<file path="config.mk">
export PLATFORM = sky130hd
export DESIGN_NAME = descarregador_nao_reciclavel
export DESIGN_NICKNAME = d
export VERILOG_FILES = /design/src/rtl/descarregador_nao_reciclavel_pkg.sv /design/src/rtl/descarregador_nao_reciclavel_gap_timer.sv /design/src/rtl/descarregador_nao_reciclavel.sv
export SDC_FILE = /design/constraint.sdc
export NUM_CORES = 1
export LEC_CHECK = 0
export ABC_AREA = 1
export CAP_MARGIN = 20
export CORE_AREA = 5 5 42 44
export CTS_BUF_LIST = sky130_fd_sc_hd__clkbuf_4 sky130_fd_sc_hd__clkbuf_8
export CTS_CLUSTER_DIAMETER = 60
export DETAILED_ROUTE_END_ITERATION = 10
export DIE_AREA = 0 0 47 49
export DONT_BUFFER_PORTS = 1
export PLACE_DENSITY = 0.65
export SETUP_SLACK_MARGIN = 0.2
export SYNTH_ARGS = -nofsm -noshare
export SYNTH_HDL_FRONTEND = slang
export SYNTH_SLANG_ARGS = --single-unit
</file>
<file path="constraint.sdc">
create_clock -name clock -period 2.3 [get_ports clock]
set_clock_uncertainty 0.2 [all_clocks]
set_input_delay 0.46 -clock clock [delete_from_list [all_inputs] [get_ports clock]]
set_output_delay 0.46 -clock clock [all_outputs]
set_load 0.01 [all_outputs]
</file>
<file path="src/rtl/descarregador_nao_reciclavel_pkg.sv">
// Shared definitions for the non-recyclable bin drain controller and the
// counter that sits beside it in the timer-and-control layer.
//
// Contents:
//   DEFAULT_WIDTH / DEFAULT_CAP - tally width and bin capacity, shared with
//                                 the up-counter so both agree on the range.
//   drain_state_e               - drain FSM state encoding.
//   state_is_busy()             - decodes the busy indication from a state.
package descarregador_nao_reciclavel_pkg;

  localparam int unsigned DEFAULT_WIDTH     = 32'd4;
  localparam int unsigned DEFAULT_CAP       = 32'd10;
  localparam int unsigned DEFAULT_GAP_TICKS = 32'd3;

  typedef enum logic [1:0] {
    ST_IDLE  = 2'd0,
    ST_GAP   = 2'd1,
    ST_OFFER = 2'd2,
    ST_DONE  = 2'd3
  } drain_state_e;

  // The mechanism is considered busy while it is spacing or offering items;
  // the completion state is not busy.
  function automatic logic state_is_busy(input drain_state_e st);
    logic busy_v;
    case (st)
      ST_GAP:   busy_v = 1'b1;
      ST_OFFER: busy_v = 1'b1;
      ST_IDLE:  busy_v = 1'b0;
      ST_DONE:  busy_v = 1'b0;
      default:  busy_v = 1'b0;
    endcase
    return busy_v;
  endfunction

endpackage

</file>
<file path="src/rtl/descarregador_nao_reciclavel_gap_timer.sv">
// Loadable down-counter used to space successive items handed to the
// collection mechanism. Any timer-and-control block can reuse it.
//
// Ports:
//   clock    - system clock, rising edge
//   clear_n  - asynchronous active-low reset, clears the count to zero
//   reload   - load 'value' on the next rising edge (has priority)
//   value    - count to load
//   zero     - high while the count is zero
//
// The count decrements every cycle and saturates at zero, so a caller only
// needs to reload it and watch 'zero'.
module descarregador_nao_reciclavel_gap_timer #(
  parameter int unsigned TW = 32'd2
) (
  input  logic          clock,
  input  logic          clear_n,
  input  logic          reload,
  input  logic [TW-1:0] value,
  output logic          zero
);

  localparam logic [TW-1:0] ZERO_W = {TW{1'b0}};
  localparam logic [TW-1:0] ONE_W  = TW'(1);

  logic [TW-1:0] count_q;
  logic [TW-1:0] count_d;

  // Next count: reload wins, otherwise count down and hold at zero.
  always_comb begin
    count_d = count_q;
    if (reload) begin
      count_d = value;
    end else if (count_q != ZERO_W) begin
      count_d = count_q - ONE_W;
    end else begin
      count_d = count_q;
    end
  end

  // Count register with asynchronous clear.
  always_ff @(posedge clock or negedge clear_n) begin
    if (!clear_n) begin
      count_q <= ZERO_W;
    end else begin
      count_q <= count_d;
    end
  end

  assign zero = (count_q == ZERO_W);

endmodule

</file>
<file path="src/rtl/descarregador_nao_reciclavel.sv">
// Drain-side controller for the non-recyclable bin. It snapshots the tally
// from the up-counter (clamped to bin capacity), then releases the items one
// at a time over a valid/ack handshake, waiting GAP_TICKS cycles before each
// offer.
//
// Ports:
//   clock      - system clock, rising edge
//   clear_n    - asynchronous active-low reset
//   load       - capture count_in (IDLE only, has priority over start)
//   count_in   - current tally from the non-recyclable counter
//   start      - begin draining (IDLE only)
//   ack        - consumer accepts the offered item (OFFER only)
//   item_valid - an item is offered, held until ack
//   remaining  - items still to drain
//   busy       - high while spacing or offering items
//   done       - one-cycle completion pulse
//   overflow   - sticky: the last load exceeded CAP
//
// All outputs come straight from flops. item_valid and busy are registered
// from the next state so they line up with the state register; done is
// registered from the DONE state, so it appears the cycle after DONE is
// entered (two cycles after a start on an empty bin). There is no
// combinational path from ack to any output.
module descarregador_nao_reciclavel
  import descarregador_nao_reciclavel_pkg::*;
#(
  parameter int unsigned WIDTH     = DEFAULT_WIDTH,
  parameter int unsigned CAP       = DEFAULT_CAP,
  parameter int unsigned GAP_TICKS = DEFAULT_GAP_TICKS   // must be >= 1
) (
  input  logic             clock,
  input  logic             clear_n,
  input  logic             load,
  input  logic [WIDTH-1:0] count_in,
  input  logic             start,
  input  logic             ack,
  output logic             item_valid,
  output logic [WIDTH-1:0] remaining,
  output logic             busy,
  output logic             done,
  output logic             overflow
);

  // Timer only ever holds GAP_TICKS-1, so clog2(GAP_TICKS) bits suffice.
  localparam int unsigned TW = (GAP_TICKS > 32'd1) ? $clog2(GAP_TICKS) : 32'd1;

  localparam logic [WIDTH-1:0] CAP_W  = WIDTH'(CAP);
  localparam logic [WIDTH-1:0] ZERO_W = {WIDTH{1'b0}};
  localparam logic [WIDTH-1:0] ONE_W  = WIDTH'(1);
  localparam logic [TW-1:0]    GAP_RELOAD = TW'(GAP_TICKS - 32'd1);

  drain_state_e     state_q;
  drain_state_e     state_d;
  logic [WIDTH-1:0] remaining_q;
  logic [WIDTH-1:0] remaining_d;
  logic             overflow_q;
  logic             overflow_d;
  logic             item_valid_q;
  logic             busy_q;
  logic             done_q;
  logic             timer_reload_s;
  logic             timer_zero_s;

  descarregador_nao_reciclavel_gap_timer #(
    .TW (TW)
  ) u_gap_timer (
    .clock   (clock),
    .clear_n (clear_n),
    .reload  (timer_reload_s),
    .value   (GAP_RELOAD),
    .zero    (timer_zero_s)
  );

  // Next-state, snapshot and overflow logic for the drain sequence.
  always_comb begin
    state_d        = state_q;
    remaining_d    = remaining_q;
    overflow_d     = overflow_q;
    timer_reload_s = 1'b0;
    case (state_q)
      ST_IDLE: begin
        if (load) begin
          // Load beats a simultaneous start; clamp to what the bin can hold.
          if (count_in > CAP_W) begin
            remaining_d = CAP_W;
            overflow_d  = 1'b1;
          end else begin
            remaining_d = count_in;
            overflow_d  = 1'b0;
          end
        end else if (start) begin
          if (remaining_q != ZERO_W) begin
            state_d        = ST_GAP;
            timer_reload_s = 1'b1;
          end else begin
            state_d = ST_DONE;
          end
        end else begin
          state_d = ST_IDLE;
        end
      end
      ST_GAP: begin
        // The timer was loaded with GAP_TICKS-1 on entry, so GAP lasts
        // exactly GAP_TICKS cycles.
        if (timer_zero_s) begin
          state_d = ST_OFFER;
        end else begin
          state_d = ST_GAP;
        end
      end
      ST_OFFER: begin
        // remaining is at least 1 here, so the decrement cannot wrap.
        if (ack) begin
          remaining_d = remaining_q - ONE_W;
          if (remaining_q == ONE_W) begin
            state_d = ST_DONE;
          end else begin
            state_d        = ST_GAP;
            timer_reload_s = 1'b1;
          end
        end else begin
          state_d = ST_OFFER;
        end
      end
      ST_DONE: begin
        state_d = ST_IDLE;
      end
      default: begin
        state_d = ST_IDLE;
      end
    endcase
  end

  // State, snapshot and registered output flops.
  always_ff @(posedge clock or negedge clear_n) begin
    if (!clear_n) begin
      state_q      <= ST_IDLE;
      remaining_q  <= ZERO_W;
      overflow_q   <= 1'b0;
      item_valid_q <= 1'b0;
      busy_q       <= 1'b0;
      done_q       <= 1'b0;
    end else begin
      state_q      <= state_d;
      remaining_q  <= remaining_d;
      overflow_q   <= overflow_d;
      item_valid_q <= (state_d == ST_OFFER);
      busy_q       <= state_is_busy(state_d);
      done_q       <= (state_q == ST_DONE);
    end
  end

  assign item_valid = item_valid_q;
  assign remaining  = remaining_q;
  assign busy       = busy_q;
  assign done       = done_q;
  assign overflow   = overflow_q;

endmodule

</file>
# Word level (Yosys, flattened, before mapping)
# Index checks and enable logic that the tools add are counted.
[classes] muxes=21 n_eq_ne=9 addsub=2 reduce_logical=11 order_cmp=1
[ops] op="two-way mux 2 bit" n=8
[ops] op="two-way mux 4 bit" n=3
[ops] op="equality test 2 bit (second input constant)" n=4
[ops] op="one-hot mux 2 bit (4 select lines)" n=1
[ops] op="one-hot mux 4 bit (2 select lines)" n=1
[ops] op="zero test 2 bit" n=3
[ops] op="two-way mux 1 bit" n=6
[ops] op="nonzero test 2 bit" n=3
[ops] op="equality test 2 x 1 -> 1 bit (second input constant)" n=2
[ops] op="equality test 4 x 1 -> 1 bit (second input constant)" n=1
[ops] op="> comparator 4 bit (second input constant)" n=1
[ops] op="inequality test 2 bit (second input constant)" n=2
[ops] op="one-hot mux 1 bit (2 select lines)" n=2
[ops] op="nonzero test 4 bit" n=1
[ops] op="OR reduction 2 bit" n=2
[ops] op="subtractor 4 x 1 -> 4 bit (second input constant)" n=1
[ops] op="AND reduction 3 bit" n=1
[ops] op="AND reduction 2 bit" n=1
[ops] op="subtractor 2 x 1 -> 2 bit (second input constant)" n=1
[totals] in_bits=9 ff_bits=12 word_cells=51 output_inout_bits=8

# Longest topological paths before layout
# Gate-level depths: netlist of the first run.
[depth] ltp_word=8 ltp_mapped=8 mapped_depth_nobuf=8

# Hierarchy
# Synthesis of the first run repeated with hierarchy kept, for this count alone.
[hier_totals] cells_unflattened=101 area_unflattened_um2=720.7
[by_module_without_submodules] module="descarregador_nao_reciclavel" seq_area_each_um2=250.2 instances=1 cells_each=84 area_each_um2=600.6
[by_module_without_submodules] module="descarregador_nao_reciclavel_gap_timer" seq_area_each_um2=50.0 instances=1 cells_each=17 area_each_um2=120.1

# Worst setup path before layout of the first run
# Ideal clock, no wire load.
[synth_path] path_type="register to register" start="register remaining_q[0], in the netlist remaining[0]" end="register busy_q, in the netlist busy" n_path_buf=0 arrival_time_ns=1.300 setup_time_ns=0.063 path_slack_ns=0.737 period_less_slack_ns=1.563 required_ns=2.037 stages_incl_launch_ff=7 path_cell_list="dfrtp_1 inv_1 ha_1 nand3_1 o211ai_1 ha_1 inv_1"
[synth_via] elab_chain_cells=8 elab_cells_between_ends=15 classes_between="4 x eq/ne; 7 x mux; 4 x reduce/logical"
[synth_rtl] item="start, declared" line_no="descarregador_nao_reciclavel.sv:54" rtl="logic [WIDTH-1:0] remaining_q;"
[synth_rtl] item="start signal, assigned" line_no="descarregador_nao_reciclavel.sv:145" rtl="remaining_q <= remaining_d;"
[synth_rtl] item="nonzero test 4 bit" line_no="descarregador_nao_reciclavel.sv:92" rtl="if (remaining_q != ZERO_W) begin"
[synth_rtl] item="two-way mux 2 bit" line_no="descarregador_nao_reciclavel.sv:92"
[synth_rtl] item="two-way mux 2 bit" line_no="descarregador_nao_reciclavel.sv:91" rtl="end else if (start) begin"
[synth_rtl] item="two-way mux 2 bit" line_no="descarregador_nao_reciclavel.sv:82" rtl="if (load) begin"
[synth_rtl] item="one-hot mux 2 bit (4 select lines) *" line_no="descarregador_nao_reciclavel.sv:80" rtl="case (state_q)"
[synth_rtl] item="net state_d[1]" line_no="descarregador_nao_reciclavel.sv:53" rtl="drain_state_e state_d;"
[synth_rtl] item="equality test 2 bit, or another cell as far along" line_no="descarregador_nao_reciclavel_pkg.sv:26" rtl="case (st)"
[synth_rtl] item="OR reduction 2 bit (no line)"
[synth_rtl] item="one-hot mux 1 bit (2 select lines) *" line_no="descarregador_nao_reciclavel_pkg.sv:26"
[synth_rtl] item="end signal, assigned" line_no="descarregador_nao_reciclavel.sv:148" rtl="busy_q <= state_is_busy(state_d);"
[synth_rtl] item="end, declared" line_no="descarregador_nao_reciclavel.sv:59" rtl="logic busy_q;"
# The timed path passes the listed nets; every way through them passes the cells marked *.
# A chain may end at the register's enable or synchronous reset.

# Worst setup path in the final report of the first run
# Ends and elaborated chain as after synthesis.

==> results of run 1 <==
## cell families (layout without fill, tap and decap cells)
family | Yosys count | after routing | synth area share
flip-flops | 12 | 12 | 0.431
AND/OR/NAND/NOR | 51 | 51 | 0.330
buffers and inverters | 20 | 25 | 0.108
AO/OA/AOI/OAI | 6 | 6 | 0.0467
XOR/XNOR | 1 | 1 | 0.0126
adder cells (fa/ha/maj) | 4 | 4 | 0.0718
## metal layers
metal / vias up / routed length (um) / track usage
met1: 262 / 578 / 0.172
met4: 0 / 21 / 0.0691
met5: - / 0 / 0
met3: 3 / 99 / 0.0295
li1: 299 / - / -
met2: 19 / 644 / 0.197
## worst max-delay path: cells and delay by family (launching register included)
family | cells | cell delay, ns
flops | 1 | 0.45
fa+ha+maj | 2 | 0.47
compound gates | 1 | 0.22
buf+inv | 2 | 0.19
simple gates | 1 | 0.11
## synthesized netlist by cell type
master	number
nand2_1	31
inv_1	16
dfrtp_1	12
nand3_1	10
ha_1	4
inv_2	4
nor2_1	4
o21ai_0	3
nand2_2	2
a21oi_1	1
nand3_2	1
nor2_4	1
nor3_1	1
nor3_2	1
o211ai_1	1
o21ai_1	1
xor2_1	1
## sequential cells by signal (all words and copies together) (netlist names)
register	flops
u_gap_timer.count_q	2
state_q	2
overflow	1
item_valid	1
busy	1
remaining	4
done	1
## cell type report
| type | count | area, um2 | share of cell area |
|---|---|---|---|
| Tap cell | 16 | 20.0 | 0.0262 |
| Clock buffer | 4 | 36.3 | 0.0475 |
| Inverter | 20 | 75.1 | 0.0984 |
| Timing Repair Buffer | 1 | 10.0 | 0.0131 |
| Sequential cell | 12 | 300 | 0.393 |
| Multi-Input combinational cell | 62 | 322 | 0.421 |
## stage by stage
step	std cells	util	hold slack (ns)
after floorplan	94	-	-0.0356
after CTS	115	0.545	0.168
final	115	0.545	0.165
after global placement	110	0.512	-0.0353
after global routing	115	0.545	0.185
after detailed placement	110	0.512	-0.0353
## final timing paths
kind	start	end	slack [ns]
min in group asynchronous	clear_n	u_gap_timer.count_q[0]$_DFFE_PN0P_	0.41
max in group asynchronous	clear_n	u_gap_timer.count_q[1]$_DFFE_PN0P_	1.11
max	remaining[0]$_DFFE_PN0P_	busy$_DFF_PN0_	0.60
min	count_in[3]	overflow$_DFFE_PN0P_	0.17
min reg2reg	u_gap_timer.count_q[1]$_DFFE_PN0P_	u_gap_timer.count_q[1]$_DFFE_PN0P_	0.35
max reg2reg	remaining[0]$_DFFE_PN0P_	busy$_DFF_PN0_	0.60
## where the power goes
part           internal [mW]  total [mW]  switching [mW]
Sequential             0.310       0.431           0.122
Clock                 0.0964       0.174          0.0779
Combinational          0.169       0.445           0.276
Total                  0.575        1.05           0.476
## repair_timing
action                    CTS  global route
hold buffers                1             0
hold endpoints to repair   12             0
buffers inserted            0             0
==> out/results.ini, run 1 <==
[run_status]
status = complete, no violations

[timing]
setup_ws_ns = 0.599
finalHoldViolCount = 0
max_slew_margin = 0.612
worst_pin_slew_ns = 0.580
post-route-period-util = 0.740
max_freq_mhz = 588
finalCriticalPeriod_ns = 1.70
finalMaxSlewViolations = 0
rsz0062_at_grt = no
setup_tns_ns = 0
setup_viol = 0

[die]
rows = 14
fp.dieW_um = 47
die_y_um = 49
fp.coreArea_mm2 = 0.00140
io_pins = 17
initial_core_util = 0.497
dieArea_mm2 = 0.00230

[final_layout]
fin_area_um2 = 763
area_delta_synth_final_pct = 9.52
fill_cells = 146
n_antenna_cell = 0
nets = 113
drive_gt1_frac = 0.131
mostFrequentLayoutCell = nand2_1
mostFrequentLayoutCells = 31 x nand2_1, 16 x inv_1, 12 x dfrtp_1

[route]
drt-wirelength-per-cell_um = 11.7
viasPerCell = 5.07
routed_wl_mm = 1.34
drc = 0
first_iter_violations = 19
antenna_left = 0
drt_pass1_iterations = 4
vias = 583

[grt]
track_usage = 0.132
antenna_found_initial = 0
grt_pass1_vias = 551
grt_max_degree = 13
grt-ovfl-total = 0
grt_pass1_wl_mm = 2.21

[placed_design]
place_area_um2 = 717
hpwl_mm = 1.04
port_buffers = 0
place.gp.congestion = 0.800
pre_cts_ws_ns = 0.604

[synth]
synth_fp_nets = 107
ys_ff_latch = 12
yosys-top-cells-area = dfrtp_1 43%, nand2_1 17%, inv_1 8.6%
yosys.area.top_type = dfrtp_1
ys_seq_area_frac = 0.431
synth.avg_cell_area_um2 = 7.41
synth_area_um2 = 697
syn_inst = 94
synth.distinct_cells = 17
yosysTopAreaCellShare = 0.431
ys_warn_count = 0

[power]
finalPower_mw = 1.05
peakVddDrop_mv = 0.616
leakagePower_nw = 0.443
power_density_mw_per_mm2 = 1380

[cts]
cts.sinks = 12
path_clk_slew_ns = 0.08
ctsResizeCount = 0
h-tree-depth = 1
clockRootBuffer = clkbuf_4
cts_buffer_depth = 2
cts_tree = yes
numCtsBuffers = 3
insertion_delay_ns = 0.28

[worst_setup_path]
slowest_stage = dfrtp_1
critPathLaunchType = flop
r2r_cells = 6
cp.required_ns = 2.33
crit_chain = inv_1, ha_1, nand3_1, o211ai_1, ha_1, inv_1
cp_slowest_stage_delay_ns = 0.45
critPathArrivalTime_ns = 1.73
crit_type = flop to flop
cp_max_fo = 4
worstSetupEndpointType = flop

[flow_run]
cap_violations = 0

[hold_path]
whs_path_depth = 2
min-delay-path-class = primary input to flop

Power figures use the tool's default switching activity.
==> run 2, diff against run 1 <==
--- a/config.mk
+++ b/config.mk
@@ -13,7 +13,7 @@
 export DETAILED_ROUTE_END_ITERATION = 10
 export DIE_AREA = 0 0 47 49
 export DONT_BUFFER_PORTS = 1
-export PLACE_DENSITY = 0.65
+export PLACE_DENSITY = 0.68
 export SETUP_SLACK_MARGIN = 0.2
 export SYNTH_ARGS = -nofsm -noshare
 export SYNTH_HDL_FRONTEND = slang
==> constraint.sdc (replaced) <==
create_clock -name clock -period 1.5 [get_ports clock]
set_clock_uncertainty 0.2 [all_clocks]
set_input_delay 0.3 -clock clock [delete_from_list [all_inputs] [get_ports clock]]
set_output_delay 0.3 -clock clock [all_outputs]
set_load 0.01 [all_outputs]
==> out/results.ini, run 2 (synthesis results as in run 1) <==
[run_status]
status = finished, violations left  ; was complete, no violations
violations = negative hold slack, negative setup slack

[route]
vias = 687  ; was 583
first_iter_violations = 19  ; unchanged
antenna_left = 0  ; unchanged
viasPerCell = 5.05  ; was 5.07
drt-wirelength-per-cell_um = 15.1  ; was 11.7 um
routed_wl_mm = 2.05  ; was 1.34 mm
drt_pass1_iterations = 4  ; unchanged
drc = 0  ; unchanged

[timing]
post-route-period-util = 1.10  ; was 0.740
rsz0062_at_grt = yes  ; was no
setup_viol = 3  ; was 0
setup_ws_ns = -0.145  ; was 0.599 ns
worst_pin_slew_ns = 0.576  ; was 0.580 ns
finalHoldViolCount = 1  ; was 0
holdWs_ns = -0.00730  ; was 0.165 ns
max_slew_margin = 0.615  ; was 0.612
max_freq_mhz = 608  ; was 588 MHz
finalMaxSlewViolations = 0  ; unchanged
finalCriticalPeriod_ns = 1.65  ; was 1.70 ns

[die]
io_pins = 17  ; unchanged
die_y_um = 49  ; unchanged
fp.dieW_um = 47  ; unchanged
dieArea_mm2 = 0.00230  ; unchanged
rows = 14  ; unchanged
fp.coreArea_mm2 = 0.00140  ; unchanged
initial_core_util = 0.497  ; unchanged

[grt]
grt-ovfl-total = 0  ; unchanged
grt_pass1_wl_mm = 2.75  ; was 2.21 mm
track_usage = 0.171  ; was 0.132
antenna_found_initial = 0  ; unchanged
grt_pass1_vias = 649  ; was 551
grt_max_degree = 13  ; unchanged

[placed_design]
port_buffers = 0  ; unchanged
hpwl_mm = 1.14  ; was 1.04 mm
placed_cells = 123  ; was 110
place.gp.congestion = 0.831  ; was 0.800

[worst_setup_path]
critPathLaunchType = flop  ; unchanged
critPathArrivalTime_ns = 1.68  ; was 1.73 ns
crit_chain = inv_2, ha_4, nand3_4, o211ai_1, ha_1, inv_1  ; was inv_1, ha_1, nand3_1, o211ai_1, ha_1, inv_1
crit_type = flop to flop  ; unchanged
slowest_stage = dfrtp_2  ; was dfrtp_1
cp_slowest_stage_delay_ns = 0.45  ; about the same
cp.required_ns = 1.54  ; was 2.33 ns
cp_max_fo = 4  ; unchanged
worstSetupEndpointType = flop  ; unchanged

[final_layout]
largest_reg_flops = 4  ; unchanged
layoutNonFillerInstCount = 136  ; was 115
mostFrequentLayoutCells = 26 x nand2_1, 12 x buf_4, 11 x inv_1, 11 x dfrtp_1  ; was 31 x nand2_1, 16 x inv_1, 12 x dfrtp_1
n_antenna_cell = 0  ; unchanged
drive_gt1_frac = 0.467  ; was 0.131
area_delta_synth_final_pct = 53.9  ; was 9.52%
mostFrequentLayoutCell = nand2_1  ; unchanged
nets = 134  ; was 113

[cts]
cts_tree = yes  ; unchanged
cts_buffer_depth = 2  ; unchanged
insertion_delay_ns = 0.29  ; was 0.28 ns
numCtsBuffers = 3  ; unchanged
clockRootBuffer = clkbuf_4  ; unchanged
cts.sinks = 12  ; unchanged
h-tree-depth = 1  ; unchanged
path_clk_slew_ns = 0.08  ; about the same

[hold_path]
min-delay-path-class = primary input to flop  ; unchanged

[power]
leakagePower_nw = 0.567  ; was 0.443 nW
peakVddDrop_mv = 1.20  ; was 0.616 mV
power_density_mw_per_mm2 = 2290  ; was 1380 mW/mm2

[flow_run]
cap_violations = 0  ; unchanged

[run 2: per-layer routing]
layer / GRT usage / part of all wire / up-vias / wire, um
li1: - / - / 342 / -
met1: 0.213 / 0.40 / 314 / 826
met2: 0.253 / 0.49 / 22 / 1010
met3: 0.0369 / 0.049 / 9 / 101
met4: 0.115 / 0.053 / 0 / 108
met5: 0 / 0 / - / 0
[run 2: worst paths after layout]
check                                                    from                                 end  slack [ns]  cells after the start
max                                  remaining[0]$_DFFE_PN0P_                      busy$_DFF_PN0_       -0.15                      6
min                                                      load                overflow$_DFFE_PN0P_      -0.007                      2
max reg2reg                          remaining[0]$_DFFE_PN0P_                      busy$_DFF_PN0_       -0.15                      6
min reg2reg                u_gap_timer.count_q[1]$_DFFE_PN0P_  u_gap_timer.count_q[1]$_DFFE_PN0P_        0.34                      2
max in group asynchronous                             clear_n            remaining[0]$_DFFE_PN0P_        0.45                      1
min in group asynchronous                             clear_n                      done$_DFF_PN0_        0.24                      1
[run 2: layout make-up]
cell class | instances | area, um2
repair buffers | 22 | 200
well taps | 16 | 20.0
flip-flops and latches | 12 | 302
multi-input cells | 62 | 437
inverters | 20 | 77.6
fillers | 94 | 329
clock buffers | 4 | 36.3
[run 2: critical path: cells and delay by family (launching register included)]
family | cells | cell delay, ns
AOI/OAI and AO/OA | 1 | 0.27
adders and majority gates | 2 | 0.44
buffers and inverters | 2 | 0.14
DFF | 1 | 0.45
and+or+nand+nor | 1 | 0.08
[run 2: through the flow]
| step | TNS (ns) | cell area (um2) | power (mW) | utilization | setup slack [ns] |
|---|---|---|---|---|---|
| after floorplan | -0.00497 | 728 | 1.25 | - | -0.00497 |
| after global placement | -0.0510 | 846 | 1.64 | 0.604 | -0.0510 |
| after CTS | -0.0581 | 995 | 2.18 | 0.710 | -0.0581 |
| final | -0.168 | 1070 | 2.46 | 0.765 | -0.145 |
| after detailed placement | -0.0616 | 846 | 1.67 | 0.604 | -0.0616 |
| after global routing | -0.311 | 1070 | 2.64 | 0.765 | -0.192 |
[run 2: repair_timing]
item / 4_1_cts / 5_1_grt
endpoints found under the hold margin: 13 / 0
endpoints found under the setup margin: 13 / 15
resized for setup: 24 / 10
hold buffers: 2 / 0
pin swaps: 11 / 6
buffers inserted: 2 / 5
[run 2: where the power goes]
group	internal, mW	switching [mW]	total [mW]
Combinational	0.755	0.809	1.56
Clock	0.148	0.127	0.275
Sequential	0.478	0.141	0.619
==> run 3, diff against run 2 <==
--- a/config.mk
+++ b/config.mk
@@ -13,7 +13,7 @@
 export DETAILED_ROUTE_END_ITERATION = 10
 export DIE_AREA = 0 0 47 49
 export DONT_BUFFER_PORTS = 1
-export PLACE_DENSITY = 0.68
+export PLACE_DENSITY = 0.65
 export SETUP_SLACK_MARGIN = 0.2
 export SYNTH_ARGS = -nofsm -noshare
 export SYNTH_HDL_FRONTEND = slang
==> constraint.sdc (replaced) <==
create_clock -name clock -period 1.83 [get_ports clock]
set_clock_uncertainty 0.2 [all_clocks]
set_input_delay 0.366 -clock clock [delete_from_list [all_inputs] [get_ports clock]]
set_output_delay 0.366 -clock clock [all_outputs]
set_load 0.01 [all_outputs]
==> out/results.ini, run 3 (synthesis results as in run 1) <==
[die]
die_y_um = 49  ; unchanged
io_pins = 17  ; unchanged
dieArea_mm2 = 0.00230  ; unchanged
fp.dieW_um = 47  ; unchanged
fp.coreArea_mm2 = 0.00140  ; unchanged
initial_core_util = 0.497  ; unchanged
rows = 14  ; unchanged

[placed_design]
place_area_um2 = 717  ; was 846 um2
placed_cells = 110  ; was 123
pre_cts_ws_ns = 0.137  ; was -0.0616 ns
hpwl_mm = 1.04  ; was 1.14 mm
port_buffers = 0  ; unchanged
place.gp.congestion = 0.833  ; was 0.831

[worst_setup_path]
critical-path-top-delay-family = adder cells  ; was flip-flops
cp.required_ns = 1.82  ; was 1.54 ns
slowest_stage = dfrtp_2  ; unchanged
cp_slowest_stage_delay_ns = 0.44  ; was 0.45 ns
crit_chain = inv_4, ha_4, nand3_4, nand2_2, nand2_1, o211ai_1, ha_1, inv_1  ; was inv_2, ha_4, nand3_4, o211ai_1, ha_1, inv_1
r2r_start = remaining[1]$_DFFE_PN0P_  ; was remaining[0]$_DFFE_PN0P_
critPathArrivalTime_ns = 1.57  ; was 1.68 ns
worstSetupEndpointType = flop  ; unchanged
r2r_cells = 8  ; was 6
cp_max_fo = 4  ; unchanged
critPathLaunchType = flop  ; unchanged
startpoint = remaining[1]$_DFFE_PN0P_  ; was remaining[0]$_DFFE_PN0P_
critPathBufInv = 2  ; unchanged
crit_cells = 8  ; was 6
crit_type = flop to flop  ; unchanged

[flow_run]
cap_violations = 0  ; unchanged

[timing]
finalCriticalPeriod_ns = 1.58  ; was 1.65 ns
rsz0062_at_grt = yes  ; unchanged
finalMaxSlewViolations = 0  ; unchanged
post-route-period-util = 0.863  ; was 1.10
worst_pin_slew_ns = 0.572  ; was 0.576 ns
setup_viol = 0  ; was 3
holdWs_ns = 0.0694  ; was -0.00730 ns
max_freq_mhz = 633  ; was 608 MHz
setup_tns_ns = 0  ; was -0.168 ns
finalHoldViolCount = 0  ; was 1
max_slew_margin = 0.618  ; was 0.615
setup_ws_ns = 0.250  ; was -0.145 ns

[route]
drc = 0  ; unchanged
drt_pass1_iterations = 4  ; unchanged
vias = 588  ; was 687
first_iter_violations = 13  ; was 19
drt-wirelength-per-cell_um = 12.5  ; was 15.1 um
routed_wl_mm = 1.47  ; was 2.05 mm
viasPerCell = 4.98  ; was 5.05
antenna_left = 0  ; unchanged

[final_layout]
fill_cells = 137  ; was 94
drive_gt1_frac = 0.265  ; was 0.467
n_antenna_cell = 0  ; unchanged
mostFrequentLayoutCell = nand2_1  ; unchanged
mostFrequentLayoutCells = 30 x nand2_1, 14 x inv_1, 9 x dfrtp_1  ; was 26 x nand2_1, 12 x buf_4, 11 x inv_1, 11 x dfrtp_1
nets = 116  ; was 134
final_util = 0.601  ; was 0.765
area_delta_synth_final_pct = 20.8  ; was 53.9%
layoutNonFillerInstCount = 118  ; was 136
largest_reg_flops = 4  ; unchanged
fin_area_um2 = 842  ; was 0.00107 mm2

[cts]
cts.sinks = 12  ; unchanged
numCtsBuffers = 3  ; unchanged
insertion_delay_ns = 0.29  ; about the same
cts_buffer_depth = 2  ; unchanged
clockRootBuffer = clkbuf_4  ; unchanged
cts_tree = yes  ; unchanged
path_clk_slew_ns = 0.08  ; about the same
h-tree-depth = 1  ; unchanged

[grt]
track_usage = 0.151  ; was 0.171
grt_max_degree = 13  ; unchanged
antenna_found_initial = 0  ; unchanged
grt_pass1_wl_mm = 2.51  ; was 2.75 mm
grt-ovfl-total = 0  ; unchanged
grt_pass1_vias = 595  ; was 649

[hold_path]
whs_path_depth = 2  ; unchanged
min-delay-path-class = primary input to flop  ; unchanged
hp-start = count_in[3]  ; was load

[power]
leakagePower_nw = 0.457  ; was 0.567 nW
peakVddDrop_mv = 0.789  ; was 1.20 mV
swShare = 0.457  ; was 0.438
clockPowerShare = 0.154  ; was 0.112
power.internal_uw = 799  ; was 1.38 mW
p_seq_frac = 0.381  ; was 0.252
p_sw_uw = 673  ; was 1.08 mW
finalPower_mw = 1.47  ; was 2.46 mW
p_comb_frac = 0.464  ; was 0.636
power_density_mw_per_mm2 = 1750  ; was 2290 mW/mm2

[run_status]
status = complete, no violations  ; was finished, violations left

run 3: changes by cell type in the layout (fill, tap and decap cells not counted), sizes merged:
cell	previous run	this run
dlygate4sd3	2	1
buf	20	3
run 3: path summary, 6_finish.rpt:
kind	to	slack, ns
worst max-delay path	busy$_DFF_PN0_	0.25
worst min register to register	u_gap_timer.count_q[1]$_DFFE_PN0P_	0.33
worst min-delay path	overflow$_DFFE_PN0P_	0.07
min in group asynchronous	u_gap_timer.count_q[0]$_DFFE_PN0P_	0.31
worst max register to register	busy$_DFF_PN0_	0.25
max in group asynchronous	remaining[1]$_DFFE_PN0P_	0.72
run 3: power groups by stage:
stage,clock network [mW],logic [mW],registers [mW]
after floorplan,0,0.459,0.522
after global placement,0,0.541,0.548
after detailed placement,0,0.553,0.549
after CTS,0.226,0.593,0.551
after global routing,0.242,0.795,0.582
final,0.227,0.683,0.561
run 3: layer usage:
metal / wire [um] / up-vias / GRT usage
met5: 0 / - / 0
met4: 44 / 0 / 0.0968
met3: 74 / 5 / 0.0258
met2: 733 / 15 / 0.242
met1: 619 / 264 / 0.175
li1: - / 304 / -
run 3: repair_timing:
item | 4_1_cts | 5_1_grt
setup endpoints to repair | 1 | 1
setup buffers | 1 | 2
hold endpoints to repair | 12 | 0
hold buffers | 1 | 0
resized for setup | 6 | 9
pin swaps | 2 | 4
cloned | 0 | 0
run 3: cell type report:
class | count | area [um2] | area share
Clock buffer | 4 | 36.3 | 0.0431
Inverter | 20 | 77.6 | 0.0921
Multi-Input combinational cell | 62 | 372 | 0.441
Sequential cell | 12 | 304 | 0.361
Tap cell | 16 | 20.0 | 0.0238
Timing Repair Buffer | 4 | 32.5 | 0.0386
